## src/rtl/double_da_out.sv

```systemverilog
// Dual-channel DAC sample streamer: Avalon-MM register file, sample-pair FIFO,
// programmable rate divider and registered DAC code outputs.
module double_da_out #(
  parameter int unsigned FIFO_DEPTH = 16,
  parameter logic [11:0] MIDSCALE   = 12'h800
) (
  input  logic        clk,
  input  logic        rst_n,
  input  logic [1:0]  address,
  input  logic        read,
  input  logic        write,
  input  logic [31:0] writedata,
  output logic [31:0] readdata,
  output logic        irq,
  output logic [11:0] u_output,
  output logic [11:0] i_output,
  output logic        da_wr
);

  localparam int unsigned AW = (FIFO_DEPTH > 1) ? $clog2(FIFO_DEPTH) : 1;
  localparam int unsigned LW = $clog2(FIFO_DEPTH + 1);

  typedef struct packed {
    logic [11:0] i;
    logic [11:0] u;
  } pair_t;

  pair_t           mem [FIFO_DEPTH];
  logic [AW-1:0]   wr_ptr;
  logic [AW-1:0]   rd_ptr;
  logic [LW-1:0]   level;

  logic            ctrl_en;
  logic            ctrl_irq_en;
  logic [4:0]      ctrl_thr;
  logic [15:0]     div;
  logic [15:0]     cnt;
  logic            underrun;
  logic            overflow;

  logic            wr_data_c;
  logic            wr_ctrl_c;
  logic            wr_div_c;
  logic            wr_stat_c;
  logic            empty_c;
  logic            full_c;
  logic            tick_c;
  logic            pop_c;
  logic            push_c;
  logic            en_rise_c;
  pair_t           wr_pair_c;
  logic            unused_wd;

  assign wr_data_c = write && (address == 2'd0);
  assign wr_ctrl_c = write && (address == 2'd1);
  assign wr_div_c  = write && (address == 2'd2);
  assign wr_stat_c = write && (address == 2'd3);

  assign empty_c   = (level == '0);
  assign full_c    = (level == LW'(FIFO_DEPTH));
  assign tick_c    = ctrl_en && (cnt == div);
  assign pop_c     = tick_c && !empty_c;
  // A pop in the same cycle frees the slot, so a push at full is still accepted.
  assign push_c    = wr_data_c && (!full_c || pop_c);
  assign en_rise_c = wr_ctrl_c && writedata[0] && !ctrl_en;

  assign wr_pair_c = '{i: writedata[27:16], u: writedata[11:0]};
  assign unused_wd = ^writedata[31:28];

  // Control and divisor registers.
  always_ff @(posedge clk or negedge rst_n) begin
    if (!rst_n) begin
      ctrl_en     <= 1'b0;
      ctrl_irq_en <= 1'b0;
      ctrl_thr    <= 5'd0;
      div         <= 16'd0;
    end else begin
      if (wr_ctrl_c) begin
        ctrl_en     <= writedata[0];
        ctrl_irq_en <= writedata[1];
        ctrl_thr    <= writedata[12:8];
      end
      if (wr_div_c) begin
        div <= writedata[15:0];
      end
    end
  end

  // Rate counter: restarts on divisor write or enable rising edge.
  always_ff @(posedge clk or negedge rst_n) begin
    if (!rst_n) begin
      cnt <= 16'd0;
    end else if (!ctrl_en || wr_div_c || en_rise_c || tick_c) begin
      cnt <= 16'd0;
    end else begin
      cnt <= cnt + 16'd1;
    end
  end

  // FIFO storage carries no reset; validity is tracked by the pointers and level.
  always_ff @(posedge clk) begin
    if (push_c) begin
      mem[wr_ptr] <= wr_pair_c;
    end
  end

  always_ff @(posedge clk or negedge rst_n) begin
    if (!rst_n) begin
      wr_ptr <= '0;
      rd_ptr <= '0;
      level  <= '0;
    end else begin
      if (push_c) begin
        wr_ptr <= wr_ptr + AW'(1);
      end
      if (pop_c) begin
        rd_ptr <= rd_ptr + AW'(1);
      end
      case ({push_c, pop_c})
        2'b10:   level <= level + LW'(1);
        2'b01:   level <= level - LW'(1);
        default: level <= level;
      endcase
    end
  end

  // Sticky status flags; a hardware set beats a same-cycle software clear.
  always_ff @(posedge clk or negedge rst_n) begin
    if (!rst_n) begin
      underrun <= 1'b0;
      overflow <= 1'b0;
    end else begin
      if (tick_c && empty_c) begin
        underrun <= 1'b1;
      end else if (wr_stat_c && writedata[2]) begin
        underrun <= 1'b0;
      end
      if (wr_data_c && full_c && !pop_c) begin
        overflow <= 1'b1;
      end else if (wr_stat_c && writedata[3]) begin
        overflow <= 1'b0;
      end
    end
  end

  // DAC output registers, updated one clock after the pop.
  always_ff @(posedge clk or negedge rst_n) begin
    if (!rst_n) begin
      u_output <= MIDSCALE;
      i_output <= MIDSCALE;
      da_wr    <= 1'b0;
    end else begin
      da_wr <= pop_c;
      if (pop_c) begin
        u_output <= mem[rd_ptr].u;
        i_output <= mem[rd_ptr].i;
      end
    end
  end

  // Low-water interrupt is a pure function of registered state.
  assign irq = ctrl_irq_en && (32'(level) <= 32'(ctrl_thr));

  always_comb begin
    readdata = 32'h0;
    if (read) begin
      case (address)
        2'd0:    readdata = 32'(level);
        2'd1:    readdata = {19'd0, ctrl_thr, 6'd0, ctrl_irq_en, ctrl_en};
        2'd2:    readdata = {16'd0, div};
        default: readdata = (32'(level) << 4) |
                            {28'd0, overflow, underrun, full_c, empty_c};
      endcase
    end
  end

endmodule

```

## config.mk

```make
export PLATFORM = sky130hd
export DESIGN_NAME = double_da_out
export DESIGN_NICKNAME = d
export VERILOG_FILES = /design/src/rtl/double_da_out.sv
export SDC_FILE = /design/constraint.sdc
export NUM_CORES = 1
export LEC_CHECK = 0
export CAP_MARGIN = 20
export CORE_UTILIZATION = 45
export CTS_CLUSTER_DIAMETER = 60
export CTS_CLUSTER_SIZE = 8
export DETAILED_ROUTE_END_ITERATION = 16
export GPL_ROUTABILITY_DRIVEN = 0
export PLACE_DENSITY = 0.69
export SYNTH_ARGS = -nofsm -noshare
export SYNTH_HDL_FRONTEND = slang
export SYNTH_SLANG_ARGS = --single-unit
```

## constraint.sdc

```tcl
create_clock -name clk -period 9.4 [get_ports clk]
set_input_delay 1.88 -clock clk [delete_from_list [all_inputs] [get_ports clk]]
set_output_delay 1.88 -clock clk [all_outputs]
set_load 0.05 [all_outputs]
```

* Word-level counts from Yosys, hierarchy flattened
Memory sizes are Yosys's and may differ from the RTL's. A register that Yosys moved wholly into a read port is not among the register bits. Cells that the tools add are included.
Storage, ports and cells: register bits after elaboration 55, RAM bits 384, input port bits 38, output and inout port bits 58, memories kept 1
Memories:
- mem | depth 16, width 24, rd ports 1, clocked after Yosys merged registers in 1, write ports 1, line 28 | pair_t mem [FIFO_DEPTH];
Operators by class: $add $sub $neg 5, magnitude comparators 1, equality and inequality tests 7, muxes and demuxes 10, bitwise operators 1, reduce and logical (&&, ||, !) cells 29
Operator list (count):
- case mux 16 bit (3 select lines) | 1
- two-way mux 16 bit | 2
- adder 16 x 1 -> 16 bit, second input constant | 1
- == test 16 bit | 1
- logical AND 1 bit | 15
- case mux 5 bit (2 select lines) | 1
- bitwise OR 9 x 4 -> 9 bit | 1
- adder 4 x 1 -> 4 bit, second input constant | 2
- == test 2 bit, second input constant | 3
- two-way mux 1 bit | 6
- nonzero test 2 bit | 3
- adder 5 x 1 -> 5 bit, second input constant | 1
- == test 5 bit, second input constant | 1
- less-or-equal comparator 5 bit | 1
- zero test 1 bit | 5
- zero test 5 bit | 1
- subtractor 5 x 1 -> 5 bit, second input constant | 1
- == test 2 x 1 -> 1 bit, second input constant | 2
- logical OR 1 bit | 4
- zero test 2 bit | 1

* Logic depth before layout (Yosys ltp)
depth in word-level cells 7, mapped depth 13

* Least setup slack after synthesis
Ideal clock, no wire load.
path kind input -> output, from input address[1], to output readdata[14], arrival time 3536 ps, data required time 7520 ps, path slack 3984 ps, stages 3, path through clkbuf_1 > nand2_1 > nor3b_1
Between the ends: cells in the longest elaborated chain, start to end 3
Ends and longest elaborated chain:
- start, declared | line 9 | input logic [1:0] address,
- == test 2 bit, or another cell as far along | line 167 | case (address)
- case mux 16 bit (3 select lines) * | line 167
- two-way mux 16 bit * | line 166 | if (read) begin
- end, declared | line 13 | output logic [31:0] readdata,
Mark *: on every way between the ends. The rest lies on a longest branch, timed or not.

* Worst setup path in the final report
from input address[0], to output readdata[10]
The elaborated chain is that of the path after synthesis.

==> impl_metrics.csv <==
group,metric,value,unit
worst_setup_path,critPathRequiredTime,7.52,ns
logic_synthesis,synth_cell_types,49,
clock_tree,cts_made_buffers,67,
sta,slew_headroom,27.38,%
clock_tree,clock-root-buffer,"clkbuf_16",
die,die_y,205.1,um
sta,setup_viol,0,
clock_tree,clk_pin_slew,0.04,ns
placement,dp_hpwl,20950,um
sta,final.setup.worst_slack,3.161,ns
grt,antenna_found_initial,0,
sta,skew,0.01765,ns
cells_and_area,drive_gt1_share,24.22,%
routing,wire_per_inst,23.62,um
power,p_leak,7.234,nW
die,dieWidth,205.1,um
clock_tree,post_cts_resized,0,
grt,gr-total-overflow,0,
grt,grt.total_usage,19.37,%
routing,antenna_left,0,
worst_setup_path,endpoint_kind,"output port",
die,die-area,0.04206,mm^2
run_status,status,"completed",
sta,worst_pin_slew,1.087,ns
sta,rsz0062_at_grt,"no",
routing,top_layer,"met4",
routing,vias_per_cell,5.543,
power,power.ir.vdd_worst,0.1277,mV
routing,drt-pass1-iter-count,5,
worst_setup_path,r2r_slack,5.66,ns
cells_and_area,insertedDiodeCount,0,
die,core_area,0.04074,mm^2
worst_setup_path,path_cells,"clkdlybuf4s50_1, nor2b_1, a22oi_1, nor2b_1, clkdlybuf4s50_1",
worst_setup_path,cp_slowest_cell,"clkdlybuf4s50_1",
cells_and_area,nNetsFinal,1118,
logic_synthesis,postSynthAreaPerCell,19.41,um^2
routing,drt-met1-wl,16650,um
worst_setup_path,cp_top_family,"buffers and inverters",
worst_setup_path,cp.arrival,4.36,ns
clock_tree,cts_hold_buf,0,
logic_synthesis,async_flop_share,17.06,%
placement,portBuffers,75,
routing,wl_met3,1994,um
logic_synthesis,yosysWarnings,0,
clock_tree,postCtsSetupBuffers,0,
die,initial_core_util,45.56,%
routing,num_vias,9152,
placement,dp_cells,1530,
power,power_density,231.7,mW/mm^2
cells_and_area,fin_cells,1651,
placement,pre_cts_ws,3.164,ns
clock_tree,cts_sinks,463,
logic_synthesis,synth_flop_cell,"edfxtp_1",
routing,dr_wl_met2,19610,um
logic_synthesis,yosysSeqAreaShare,72.79,%
sta,drv_slew,0,
logic_synthesis,synth_area,0.01856,mm^2
routing,routed_wl,38990,um
clock_tree,clk_latency,0.57,ns
logic_synthesis,postSynthCellCount,956,
cells_and_area,syn2layout_area_growth,18.08,%
clock_tree,clockBufferDepth,3,
sta,finalSetupTns,0,ns
clock_tree,cts_max_level,3,
grt,grt_pass1_wl,58980,um
worst_setup_path,criticalPathCategory,"input port to output port",
sta,finalCriticalPeriod,6.239,ns
logic_synthesis,synth_edf_count,384,
grt,grt_max_degree,60,
sta,period_share,66.37,%
routing,first_iter_violations,630,
routing,drt_drc_violations_left,0,
clock_tree,cts_tree,"yes",
worst_setup_path,cp-start-kind,"input port",
logic_synthesis,ys_seq_elements,463,
die,rows,74,
worst_hold_path,holdCritPathClass,"register to register",
grt,grt_pass1_vias,9600,
sta,max_freq,160.3,MHz
die,io_pins,96,
worst_setup_path,critPathBufInv,2,
job,maxCapViolCount,0,
worst_setup_path,max_stage_delay,0.93,ns
sta,finalHoldViolCount,0,
cells_and_area,fill_cells,3108,
worst_setup_path,path_max_fanout,17,
-- per-layer routing --
layer / global-route usage, % / up-vias
li1: - / 3984
met1: 25.98 / 4791
met2: 32.28 / 318
met3: 3.548 / 59
met4: 5.873 / 0
met5: 0 / -
-- area by class of cell --
| cell class | count | area (um^2) | area share, % |
|---|---|---|---|
| clock inverters | 6 | 111.4 | 0.5081 |
| well taps | 532 | 665.6 | 3.037 |
| inverters | 11 | 41.29 | 0.1884 |
| clock buffers | 114 | 1874 | 8.552 |
| flip-flops and latches | 463 | 13520 | 61.69 |
| multi-input cells | 435 | 4827 | 22.03 |
| repair buffers | 90 | 877.1 | 4.002 |
-- kinds of logic after synthesis --
family / synth area share (%)
DFF: 72.79
and+or+nand+nor: 4.571
muxes: 16.83
buffers and inverters: 2.016
xor gates and xnor gates: 1.793
AOI/OAI and AO/OA: 1.173
adders and majority gates: 0.8089
other: 0.02020
-- through the flow --
| stage | util [%] | hold slack, ns | power, mW | instance area, um^2 |
|---|---|---|---|---|
| floorplan | - | 0.4438 | 2.717 | 18620 |
| global placement | 48.85 | 0.4414 | 2.872 | 19900 |
| detailed placement | 48.87 | 0.4470 | 2.887 | 19910 |
| CTS | 53.75 | 0.4605 | 5.120 | 21900 |
| global route | 53.80 | 0.4843 | 5.249 | 21920 |
| finish | 53.80 | 0.4571 | 5.077 | 21920 |
-- tightest hold or removal path, cell delays in order, from the launching register on --
cell	delay, ns
dfstp_2	0.36
nand2_1	0.05
nand2_1	0.04
-- state kept, by name (all words and copies together) (netlist names), 4 cells and up --
name	count
level	5
ctrl_thr	5
cnt	16
mem	384
i_output	12
wr_ptr	4
u_output	12
rd_ptr	4
div	16
-- where the power goes --
part	switching [mW]	internal [mW]	leakage [nW]	total [mW]
clock network	0.864	1.36	0.942	2.23
registers	0.0950	2.32	4.47	2.41
logic	0.254	0.184	1.82	0.438
-- worst paths after layout --
kind / from / endpoint / depth (start not counted)
worst max-delay path: address[0] / readdata[10] / 5
worst min-delay path: u_output[11] / u_output[11] / 2
worst max register to register: rd_ptr[0] / u_output[7] / 5
worst min register to register: u_output[11] / u_output[11] / 2
max in group asynchronous: rst_n / rd_ptr[0] / 2
min in group asynchronous: rst_n / i_output[2] / 1
-- synth_stat cells (2+ instances only) --
cell type,n,area (um^2)
edfxtp_1,384,11530
mux4_2,122,2748
nand2_1,90,337.8
dfrtp_1,77,1927
nor2_1,39,146.4
xnor2_1,29,254.0
mux2_2,27,304.0
clkbuf_1,24,90.09
buf_4,16,120.1
buf_2,14,70.07
nor2b_1,14,87.58
ha_1,12,150.1
inv_1,10,37.54
nand3_1,10,50.05
xor2_1,9,78.83
a22oi_1,8,60.06
nand4_1,8,50.05
nor3_1,8,40.04
buf_1,5,18.77
o21ai_0,5,25.02
and2_1,4,25.02
buf_6,3,33.78
mux2i_1,3,30.03
nand2b_1,3,18.77
or4_1,3,22.52
dfstp_2,2,52.55
mux2_4,2,30.03
nor3b_1,2,15.01
o21a_1,2,15.01
o22ai_2,2,25.02
-- cells in the final DEF, fill, tap and decap left out, types with 3 or more instances in the layout --
cell type,count
a22oi_1,8
and2_1,4
buf_4,14
clkbuf_1,46
clkbuf_16,68
clkdlybuf4s50_1,74
conb_1,16
dfrtp_1,74
edfxtp_1,384
ha_1,12
inv_1,10
mux2_2,27
mux2i_1,3
mux4_2,122
nand2_1,90
nand2b_1,3
nand3_1,10
nand4_1,8
nor2_1,27
nor2_2,4
nor2_4,9
nor2b_1,14
nor3_1,4
nor3_2,4
o21ai_0,5
or4_1,3
xnor2_1,29
xor2_1,9
Power figures use the tool's default switching activity.
